$ cat src/rtl/pc_unit_if.sv
// Control and status bundle between the datapath and the program-counter unit.
// The datapath side drives the control inputs; the PC unit drives the status outputs.
interface pc_unit_if #(
   parameter int unsigned XLEN  = 32,
   parameter int unsigned CNT_W = 16
);
   // Control, datapath -> PC unit
   logic             stall_i;
   logic             redirect_i;
   logic [XLEN-1:0]  redirect_target_i;
   logic             trap_i;
   logic             halt_i;
   logic             resume_i;

   // Status, PC unit -> datapath
   logic [XLEN-1:0]  pc_o;
   logic [XLEN-1:0]  pc_plus_o;
   logic             pc_valid_o;
   logic             misalign_o;
   logic [XLEN-1:0]  bad_addr_o;
   logic [CNT_W-1:0] fetch_cnt_o;
   logic [1:0]       state_o;

   modport master (
      output stall_i,
      output redirect_i,
      output redirect_target_i,
      output trap_i,
      output halt_i,
      output resume_i,
      input  pc_o,
      input  pc_plus_o,
      input  pc_valid_o,
      input  misalign_o,
      input  bad_addr_o,
      input  fetch_cnt_o,
      input  state_o
   );

   modport slave (
      input  stall_i,
      input  redirect_i,
      input  redirect_target_i,
      input  trap_i,
      input  halt_i,
      input  resume_i,
      output pc_o,
      output pc_plus_o,
      output pc_valid_o,
      output misalign_o,
      output bad_addr_o,
      output fetch_cnt_o,
      output state_o
   );
endinterface

$ cat src/rtl/pc_unit.sv
// Program counter for the single-cycle RV32 core: PC register, PC+STEP adder,
// boot cycle, stall, redirect with alignment check, trap entry, halt/resume and
// a saturating fetch counter.
module pc_unit #(
   parameter int unsigned     XLEN      = 32,
   parameter logic [XLEN-1:0] RESET_VEC = 32'h0000_0000,
   parameter logic [XLEN-1:0] TRAP_VEC  = 32'h0000_0100,
   parameter int unsigned     STEP      = 4,
   parameter int unsigned     IALIGN    = 32,
   parameter int unsigned     CNT_W     = 16
) (
   input  logic        clk,
   input  logic        rst_n,
   pc_unit_if.slave    bus
);

   typedef enum logic [1:0] {
      StBoot = 2'd0,
      StRun  = 2'd1,
      StHalt = 2'd2
   } state_e;

   // Low address bits that must be zero in a legal redirect target.
   localparam logic [XLEN-1:0] AlignMask = XLEN'(IALIGN / 8 - 1);
   localparam logic [XLEN-1:0] StepVal   = XLEN'(STEP);
   localparam logic [CNT_W-1:0] CntMax   = {CNT_W{1'b1}};

   state_e           state_q, state_d;
   logic [XLEN-1:0]  pc_q, pc_d;
   logic [XLEN-1:0]  bad_addr_q, bad_addr_d;
   logic             misalign_q, misalign_d;
   logic [CNT_W-1:0] cnt_q, cnt_d;

   logic [XLEN-1:0]  pc_plus;
   logic             target_misaligned;

   // Sequential increment wraps naturally modulo 2^XLEN.
   assign pc_plus           = pc_q + StepVal;
   assign target_misaligned = (bus.redirect_target_i & AlignMask) != '0;

   // Next-state logic: boot sequencing, PC selection by priority, counter.
   always_comb begin
      state_d    = state_q;
      pc_d       = pc_q;
      bad_addr_d = bad_addr_q;
      misalign_d = 1'b0;
      cnt_d      = cnt_q;

      case (state_q)
         StBoot: begin
            // Inputs ignored; PC stays at the reset vector.
            state_d = StRun;
         end

         StRun: begin
            // Counts every issued PC, including redirect/trap/halt cycles.
            if (!bus.stall_i && (cnt_q != CntMax)) begin
               cnt_d = cnt_q + 1'b1;
            end

            if (bus.trap_i) begin
               pc_d = TRAP_VEC;
            end else if (bus.redirect_i) begin
               if (target_misaligned) begin
                  pc_d       = TRAP_VEC;
                  bad_addr_d = bus.redirect_target_i;
                  misalign_d = 1'b1;
               end else begin
                  pc_d = bus.redirect_target_i;
               end
            end else if (bus.halt_i) begin
               state_d = StHalt;
            end else if (!bus.stall_i) begin
               pc_d = pc_plus;
            end
         end

         StHalt: begin
            // Stall and redirect are ignored; trap wins over resume.
            if (bus.trap_i) begin
               pc_d    = TRAP_VEC;
               state_d = StRun;
            end else if (bus.resume_i) begin
               state_d = StRun;
            end
         end

         default: begin
            state_d = StBoot;
            pc_d    = RESET_VEC;
         end
      endcase
   end

   // State registers with asynchronous active-low reset.
   always_ff @(posedge clk or negedge rst_n) begin
      if (!rst_n) begin
         state_q    <= StBoot;
         pc_q       <= RESET_VEC;
         bad_addr_q <= '0;
         misalign_q <= 1'b0;
         cnt_q      <= '0;
      end else begin
         state_q    <= state_d;
         pc_q       <= pc_d;
         bad_addr_q <= bad_addr_d;
         misalign_q <= misalign_d;
         cnt_q      <= cnt_d;
      end
   end

   assign bus.pc_o        = pc_q;
   assign bus.pc_plus_o   = pc_plus;
   assign bus.pc_valid_o  = (state_q == StRun);
   assign bus.misalign_o  = misalign_q;
   assign bus.bad_addr_o  = bad_addr_q;
   assign bus.fetch_cnt_o = cnt_q;
   assign bus.state_o     = state_q;

endmodule
$ cat src/flat_wrapper.sv
// flat-port wrapper written by rule: the top's interface ports become plain ports
module pc_unit_flat 
#(
   parameter int unsigned     XLEN      = 32,
   parameter logic [XLEN-1:0] RESET_VEC = 32'h0000_0000,
   parameter logic [XLEN-1:0] TRAP_VEC  = 32'h0000_0100,
   parameter int unsigned     STEP      = 4,
   parameter int unsigned     IALIGN    = 32,
   parameter int unsigned     CNT_W     = 16
)
  (clk, rst_n, bus_stall_i, bus_redirect_i, bus_redirect_target_i, bus_trap_i, bus_halt_i, bus_resume_i, bus_pc_o, bus_pc_plus_o, bus_pc_valid_o, bus_misalign_o, bus_bad_addr_o, bus_fetch_cnt_o, bus_state_o);
  pc_unit_if #(.XLEN(XLEN), .CNT_W(CNT_W)) bus_i ();
  input  logic clk;
  input  logic rst_n;
  input wire logic [$bits(bus_i.stall_i)-1:0] bus_stall_i;
  input wire logic [$bits(bus_i.redirect_i)-1:0] bus_redirect_i;
  input wire logic [$bits(bus_i.redirect_target_i)-1:0] bus_redirect_target_i;
  input wire logic [$bits(bus_i.trap_i)-1:0] bus_trap_i;
  input wire logic [$bits(bus_i.halt_i)-1:0] bus_halt_i;
  input wire logic [$bits(bus_i.resume_i)-1:0] bus_resume_i;
  output wire logic [$bits(bus_i.pc_o)-1:0] bus_pc_o;
  output wire logic [$bits(bus_i.pc_plus_o)-1:0] bus_pc_plus_o;
  output wire logic [$bits(bus_i.pc_valid_o)-1:0] bus_pc_valid_o;
  output wire logic [$bits(bus_i.misalign_o)-1:0] bus_misalign_o;
  output wire logic [$bits(bus_i.bad_addr_o)-1:0] bus_bad_addr_o;
  output wire logic [$bits(bus_i.fetch_cnt_o)-1:0] bus_fetch_cnt_o;
  output wire logic [$bits(bus_i.state_o)-1:0] bus_state_o;
  assign bus_i.stall_i = bus_stall_i;
  assign bus_i.redirect_i = bus_redirect_i;
  assign bus_i.redirect_target_i = bus_redirect_target_i;
  assign bus_i.trap_i = bus_trap_i;
  assign bus_i.halt_i = bus_halt_i;
  assign bus_i.resume_i = bus_resume_i;
  assign bus_pc_o = bus_i.pc_o;
  assign bus_pc_plus_o = bus_i.pc_plus_o;
  assign bus_pc_valid_o = bus_i.pc_valid_o;
  assign bus_misalign_o = bus_i.misalign_o;
  assign bus_bad_addr_o = bus_i.bad_addr_o;
  assign bus_fetch_cnt_o = bus_i.fetch_cnt_o;
  assign bus_state_o = bus_i.state_o;
  pc_unit #(.XLEN(XLEN), .RESET_VEC(RESET_VEC), .TRAP_VEC(TRAP_VEC), .STEP(STEP), .IALIGN(IALIGN), .CNT_W(CNT_W)) u_core (.clk(clk), .rst_n(rst_n), .bus(bus_i));
endmodule
$ cat config.mk
export PLATFORM = sky130hd
export DESIGN_NAME = pc_unit_flat
export DESIGN_NICKNAME = d
export VERILOG_FILES = /design/src/rtl/pc_unit_if.sv /design/src/rtl/pc_unit.sv /design/src/flat_wrapper.sv
export SDC_FILE = /design/constraint.sdc
export NUM_CORES = 1
export LEC_CHECK = 0
export ABC_AREA = 1
export BUFFER_PORTS_ARGS = -buffer_cell sky130_fd_sc_hd__buf_4
export CORE_ASPECT_RATIO = 1.1
export CORE_MARGIN = 4
export CORE_UTILIZATION = 45
export CTS_BUF_LIST = sky130_fd_sc_hd__clkbuf_4
export CTS_CLUSTER_SIZE = 16
export DETAILED_ROUTE_END_ITERATION = 8
export PLACE_DENSITY_LB_ADDON = 0.08
export SYNTH_ARGS = -nofsm -noshare
export SYNTH_HDL_FRONTEND = slang
export SYNTH_SLANG_ARGS = --single-unit
$ cat constraint.sdc
create_clock -name clk -period 2.25 [get_ports clk]
set_input_delay 0 -clock clk [delete_from_list [all_inputs] [get_ports clk]]
set_output_delay 0 -clock clk [all_outputs]
set_load 0.05 [all_outputs]
-- Yosys cells after proc, flatten, opt, wreduce, memory -nomap -nowiden
Index checks and enable logic that the tools add are counted.
- add/sub/neg operators: 2
- reduce and logical (&&, ||, !) cells: 8
- bitwise operators: 2
- equality and inequality tests: 10
- muxes and demuxes: 17
- operators by type and width (kind ; count):
    2-to-1 mux 32 bit ; 6
    case mux 32 bit (3 select lines) ; 1
    adder 32 x 3 -> 32 bit, second input constant ; 1
    nonzero test 32 bit ; 1
    adder 16 x 1 -> 16 bit, second input constant ; 1
    inequality test 16 bit, second input constant ; 1
    AND reduction 4 bit ; 3
    2-to-1 mux 2 bit ; 5
    inequality test 2 bit, second input constant ; 4
    inequality test 4 bit, second input constant ; 2
    case mux 2 bit (3 select lines) ; 1
    2-to-1 mux 1 bit ; 4
    inequality test 3 bit, second input constant ; 1
    equality test 2 x 1 -> 1 bit, second input constant ; 1
    equality test 2 bit, second input constant ; 1
    logical NOT 2 bit ; 1
    NOT 1 bit ; 2
    AND reduction 2 bit ; 1
    logical AND 1 bit ; 1
    logical NOT 1 bit ; 1
- bits of input ports: 39
- register bits: 83

-- Depth between registers and ports, before layout
- depth after elaboration: 6
- depth in mapped cells: 12

-- Worst setup path before layout
Ideal clock, no wire load.
- path type: register to register
- from: register u_core.pc_q[2] (netlist: u_core.bus.pc_o[2])
- to: register u_core.pc_q[10] (netlist: u_core.bus.pc_o[10])
- stages on the path, launching flop included: 8
- setup slack: -0.182 ns
- clock period less this slack: 2.432 ns
- arrival time: 2.355 ns
- setup time: 0.077 ns
- cells stage by stage: dfrtp_1 > ha_1 > nand2_1 > nor2_2 > nand2_1 > xor2_1 > o211ai_1 > o21ai_1
- word-level cells in the longest chain between the ends: 6
- RTL lines (item ; line ; source):
    from (decl) ; pc_unit.sv:29 ; logic [XLEN-1:0] pc_q, pc_d;
    from (signal assigned) ; pc_unit.sv:105 ; pc_q <= pc_d;
    adder 32 x 3 -> 32 bit ; pc_unit.sv:38 ; assign pc_plus = pc_q + StepVal;
    named net bus_pc_plus_o[10] ; flat_wrapper.sv:22 ; output wire logic [$bits(bus_i.pc_plus_o)-1:0] bus_pc_plus_o;
    2-to-1 mux 32 bit ; pc_unit.sv:73 ; end else if (!bus.stall_i) begin
    2-to-1 mux 32 bit ; pc_unit.sv:71 ; end else if (bus.halt_i) begin
    2-to-1 mux 32 bit ; pc_unit.sv:63 ; end else if (bus.redirect_i) begin
    2-to-1 mux 32 bit ; pc_unit.sv:61 ; if (bus.trap_i) begin
    case mux 32 bit (3 select lines) ; pc_unit.sv:49 ; case (state_q)
The timed path passes the listed nets, and every way through them passes these cells. The select of a mux whose other input is x is not followed.
A chain may end at the register's enable or synchronous reset.

-- Worst setup path in the final report
- from: register u_core.pc_q[2] (netlist: u_core.bus.pc_o[2])
- to: output port bus_pc_plus_o[20]
- word-level cells in the longest chain between the ends: 1
- RTL lines (item ; line):
    adder 32 x 3 -> 32 bit ; pc_unit.sv:38
    to (decl) ; flat_wrapper.sv:22
Every way passes these cells.

==> metrics.md <==
| Metric | Value |
|---|---|
| Status | `completed` |
| H-tree depth | `3` |
| Vias in the first global route | `4898` |
| Main synth FF type | `dfrtp_1` |
| DPL Wire Length | `11200 microns` |
| RSZ-0062 raised after global routing | `yes` |
| Num CTS Buffers | `9` |
| DR pass1 iterations | `5` |
| Hold crit path type | `in2async` |
| Critical Path RT | `2250 ps` |
| Buffers on Ports | `154` |
| Placed Cells | `974` |
| Full die area | `12500 sq um` |
| Synthesized instance count | `691` |
| Worst Setup Start Kind | `register` |
| Post-synth EDFFs | `0` |
| CTS tree | `done` |
| Initial Utilization | `46.3%` |
| Nets | `929` |
| Iteration-0 DRC Markers | `243` |
| First-pass GRT wire length | `24200 microns` |
| Final ANT Viol Nets | `0` |
| Pin count of the biggest net entering global routing | `43` |
| Avg Inst Size Synth | `7.04 sq um` |
| Clock Skew | `17.7 ps` |
| Number of remaining DRC errors | `0` |
| Maximum vdd drop | `0.777 mV` |
| Async set-reset flop share out of synthesis | `100%` |
| GRT overflow | `0` |
| CP endpoint kind | `output port` |
| Post-Syn Area | `4860 sq um` |
| DRT Wirelength | `15100 microns` |
| Pre-CTS WS | `294 ps` |
| Final period util | `94.8%` |
| Clk sink count | `83` |
| Vias after detailed routing | `5003` |
| Final Instance Count excl. Fillers | `1031` |
| Die X | `107 microns` |
| Clk_lat worst skew | `440 ps` |
| Period minus WS final | `2130 ps` |
| CTS root buf | `clkbuf_4` |
| Final setup vio count | `0` |
| Gr usage total | `24.6%` |
| Final hold violations | `0` |
| Max FO, Critical Path | `5` |
| Arrival time worst endpoint | `2130 ps` |
| Syn nets | `737` |
| CTS Buffer Depth | `2` |
| Row Count | `39` |
| Max-slew violations | `0` |
| Vias/cell | `4.85` |
| Initial antenna violation count | `0` |
| Routability cong. | `0.891` |
| Slew HR | `48.4%` |
| #FFs+latches synth | `83` |
| Fin worst setup slack | `118 ps` |
| Share of layout cells above drive strength 1 | `24.1%` |
| Core Region | `10500 sq um` |
| Setup Crit Path Kind | `reg2out` |
| P_leak | `3.40 nW` |
| Yosys warnings | `0` |
| # Max-Cap Violations | `0` |
| ANT cells | `0` |
| I/O pin total | `155` |
| Worst slew pin tran | `769 ps` |
| FILL cells | `977` |
| Register area share after synthesis | `42.7%` |
| Fmax | `0.469 GHz` |
| Clock transition at path regs | `130 ps` |
| Yosys cell types | `35` |
| Wire per inst | `14.7 microns` |
| Height of the chip | `117 microns` |
| Cell Pwr Density | `1030 nW/um^2` |
| Area Growth Syn to Fin | `38.1%` |
## sequential cells by signal, summed over array words and instances, names as in the netlist
register / flops
u_core.bus.bad_addr_o: 32
u_core.bus.pc_o: 32
u_core.bus.fetch_cnt_o: 16
u_core.bus.state_o: 2
u_core.bus.misalign_o: 1
## cell type report
cell class / count / area [sq um] / share of cell area [%]
multi-input combinational: 518 / 2430 / 36.2
sequential: 83 / 2080 / 31.0
timing repair buffer: 203 / 1630 / 24.3
inverter: 68 / 255 / 3.80
tap: 143 / 179 / 2.66
clock buffer: 11 / 82.6 / 1.23
clock inverter: 5 / 53.8 / 0.801
## layout by cell type (no fill, tap or decap), drive strengths merged, types with 4 or more instances in the layout
cell type,n
a21oi,6
a22oi,5
and2,4
buf,165
clkbuf,11
dfrtp,83
dlygate4sd3,38
ha,7
inv,68
nand2,306
nand3,25
nand3b,10
nor2,65
nor3,7
o21ai,45
o22ai,8
xor2,16
## cells by family (layout without fill, tap and decap cells)
logic type | after synthesis | in the layout | share of synthesized area, %
fa+ha+maj | 7 | 7 | 1.80
simple gates | 421 | 421 | 35.7
flops | 83 | 83 | 42.7
buf+inv | 90 | 287 | 7.75
compound gates | 71 | 71 | 8.57
xor+xnor | 19 | 19 | 3.42
## per-stage QoR
stage / utilization, % / TNS [ps] / power (W) / hold slack (ps) / instance area [sq um]
final: 64.0 / 0 / 0.00693 / 66.3 / 6720
after global routing: 64.0 / -61.7 / 0.00729 / 105 / 6720
after CTS: 63.7 / 0 / 0.00693 / 86.7 / 6690
after detailed placement: 58.8 / 0 / 0.00597 / 32.1 / 6170
after global placement: 58.8 / 0 / 0.00591 / 24.8 / 6170
after floorplan: - / 0 / 0.00479 / -296 / 4880
## path summary, 6_finish.rpt
check / start / endpoint / slack [ps] / cells past startpoint
setup / recovery: u_core.bus.pc_o[2] / bus_pc_plus_o[20] / 120 / 8
hold / removal: rst_n / u_core.bus.misalign_o / 70 / 2
setup reg to reg: u_core.bus.state_o[1] / u_core.bus.pc_o[18] / 220 / 10
hold reg to reg: u_core.bus.bad_addr_o[21] / u_core.bus.bad_addr_o[21] / 490 / 2
max in group asynchronous: rst_n / u_core.bus.fetch_cnt_o[11] / 1540 / 3
min in group clk: bus_stall_i / u_core.bus.pc_o[10] / 120 / 6
## power by group
group	total [W]	internal [W]	switching, W
Sequential	0.00224	0.00190	0.000338
Combinational	0.00379	0.00110	0.00269
Clock	0.000902	0.000359	0.000543
Total	0.00693	0.00336	0.00357
## metal layers
metal / track usage [%] / vias to the layer above / part of all wire [%]
li1: - / 2539 / -
met5: 0 / - / 0
met4: 8.95 / 0 / 2.2
met1: 31.2 / 2298 / 45
met2: 42.1 / 144 / 48
met3: 4.72 / 22 / 5.8
## repair_timing
action                                  4_1_cts  5_1_grt
endpoints found under the hold margin       144        0
buffers inserted                              0        3
endpoints found under the setup margin        0        8
gates resized for setup                       0        2
hold buffers                                 38        0
## critical path, cell delays in order, from the launching register on
cell	delay, ps
dfrtp_2	420
ha_1	200
nand2_1	100
nor2_1	190
nand2_2	150
nor2_4	200
nand3b_1	100
nand2_1	130
buf_4	220
## cells in the mapped netlist, types with 2 or more instances
| master | number | area [sq um] |
|---|---|---|
| a21oi_1 | 5 | 25.0 |
| nand3_1 | 24 | 120 |
| o21ai_0 | 21 | 105 |
| nor2_4 | 3 | 33.8 |
| nor2_2 | 6 | 37.5 |
| inv_1 | 60 | 225 |
| nand2_1 | 303 | 1140 |
| buf_1 | 2 | 7.51 |
| nor2_1 | 56 | 210 |
| nor3_1 | 5 | 25.0 |
| o31ai_1 | 2 | 15.0 |
| nor3_2 | 2 | 20.0 |
| buf_6 | 2 | 22.5 |
| o21ai_2 | 4 | 35.0 |
| a22oi_1 | 5 | 37.5 |
| dfrtp_1 | 83 | 2080 |
| o22ai_1 | 8 | 50.1 |
| o21ai_1 | 20 | 100 |
| inv_2 | 8 | 30.0 |
| xor2_1 | 16 | 140 |
| ha_1 | 7 | 87.6 |
| nand2_2 | 3 | 18.8 |
| buf_2 | 7 | 35.0 |
| clkbuf_1 | 7 | 26.3 |
| o211ai_1 | 3 | 22.5 |
| buf_4 | 4 | 30.0 |
| xnor2_1 | 3 | 26.3 |
| and2_1 | 4 | 25.0 |
| nand3b_1 | 10 | 75.1 |
| nand4_1 | 3 | 18.8 |
Note: power is estimated with default switching activity, not from simulation.
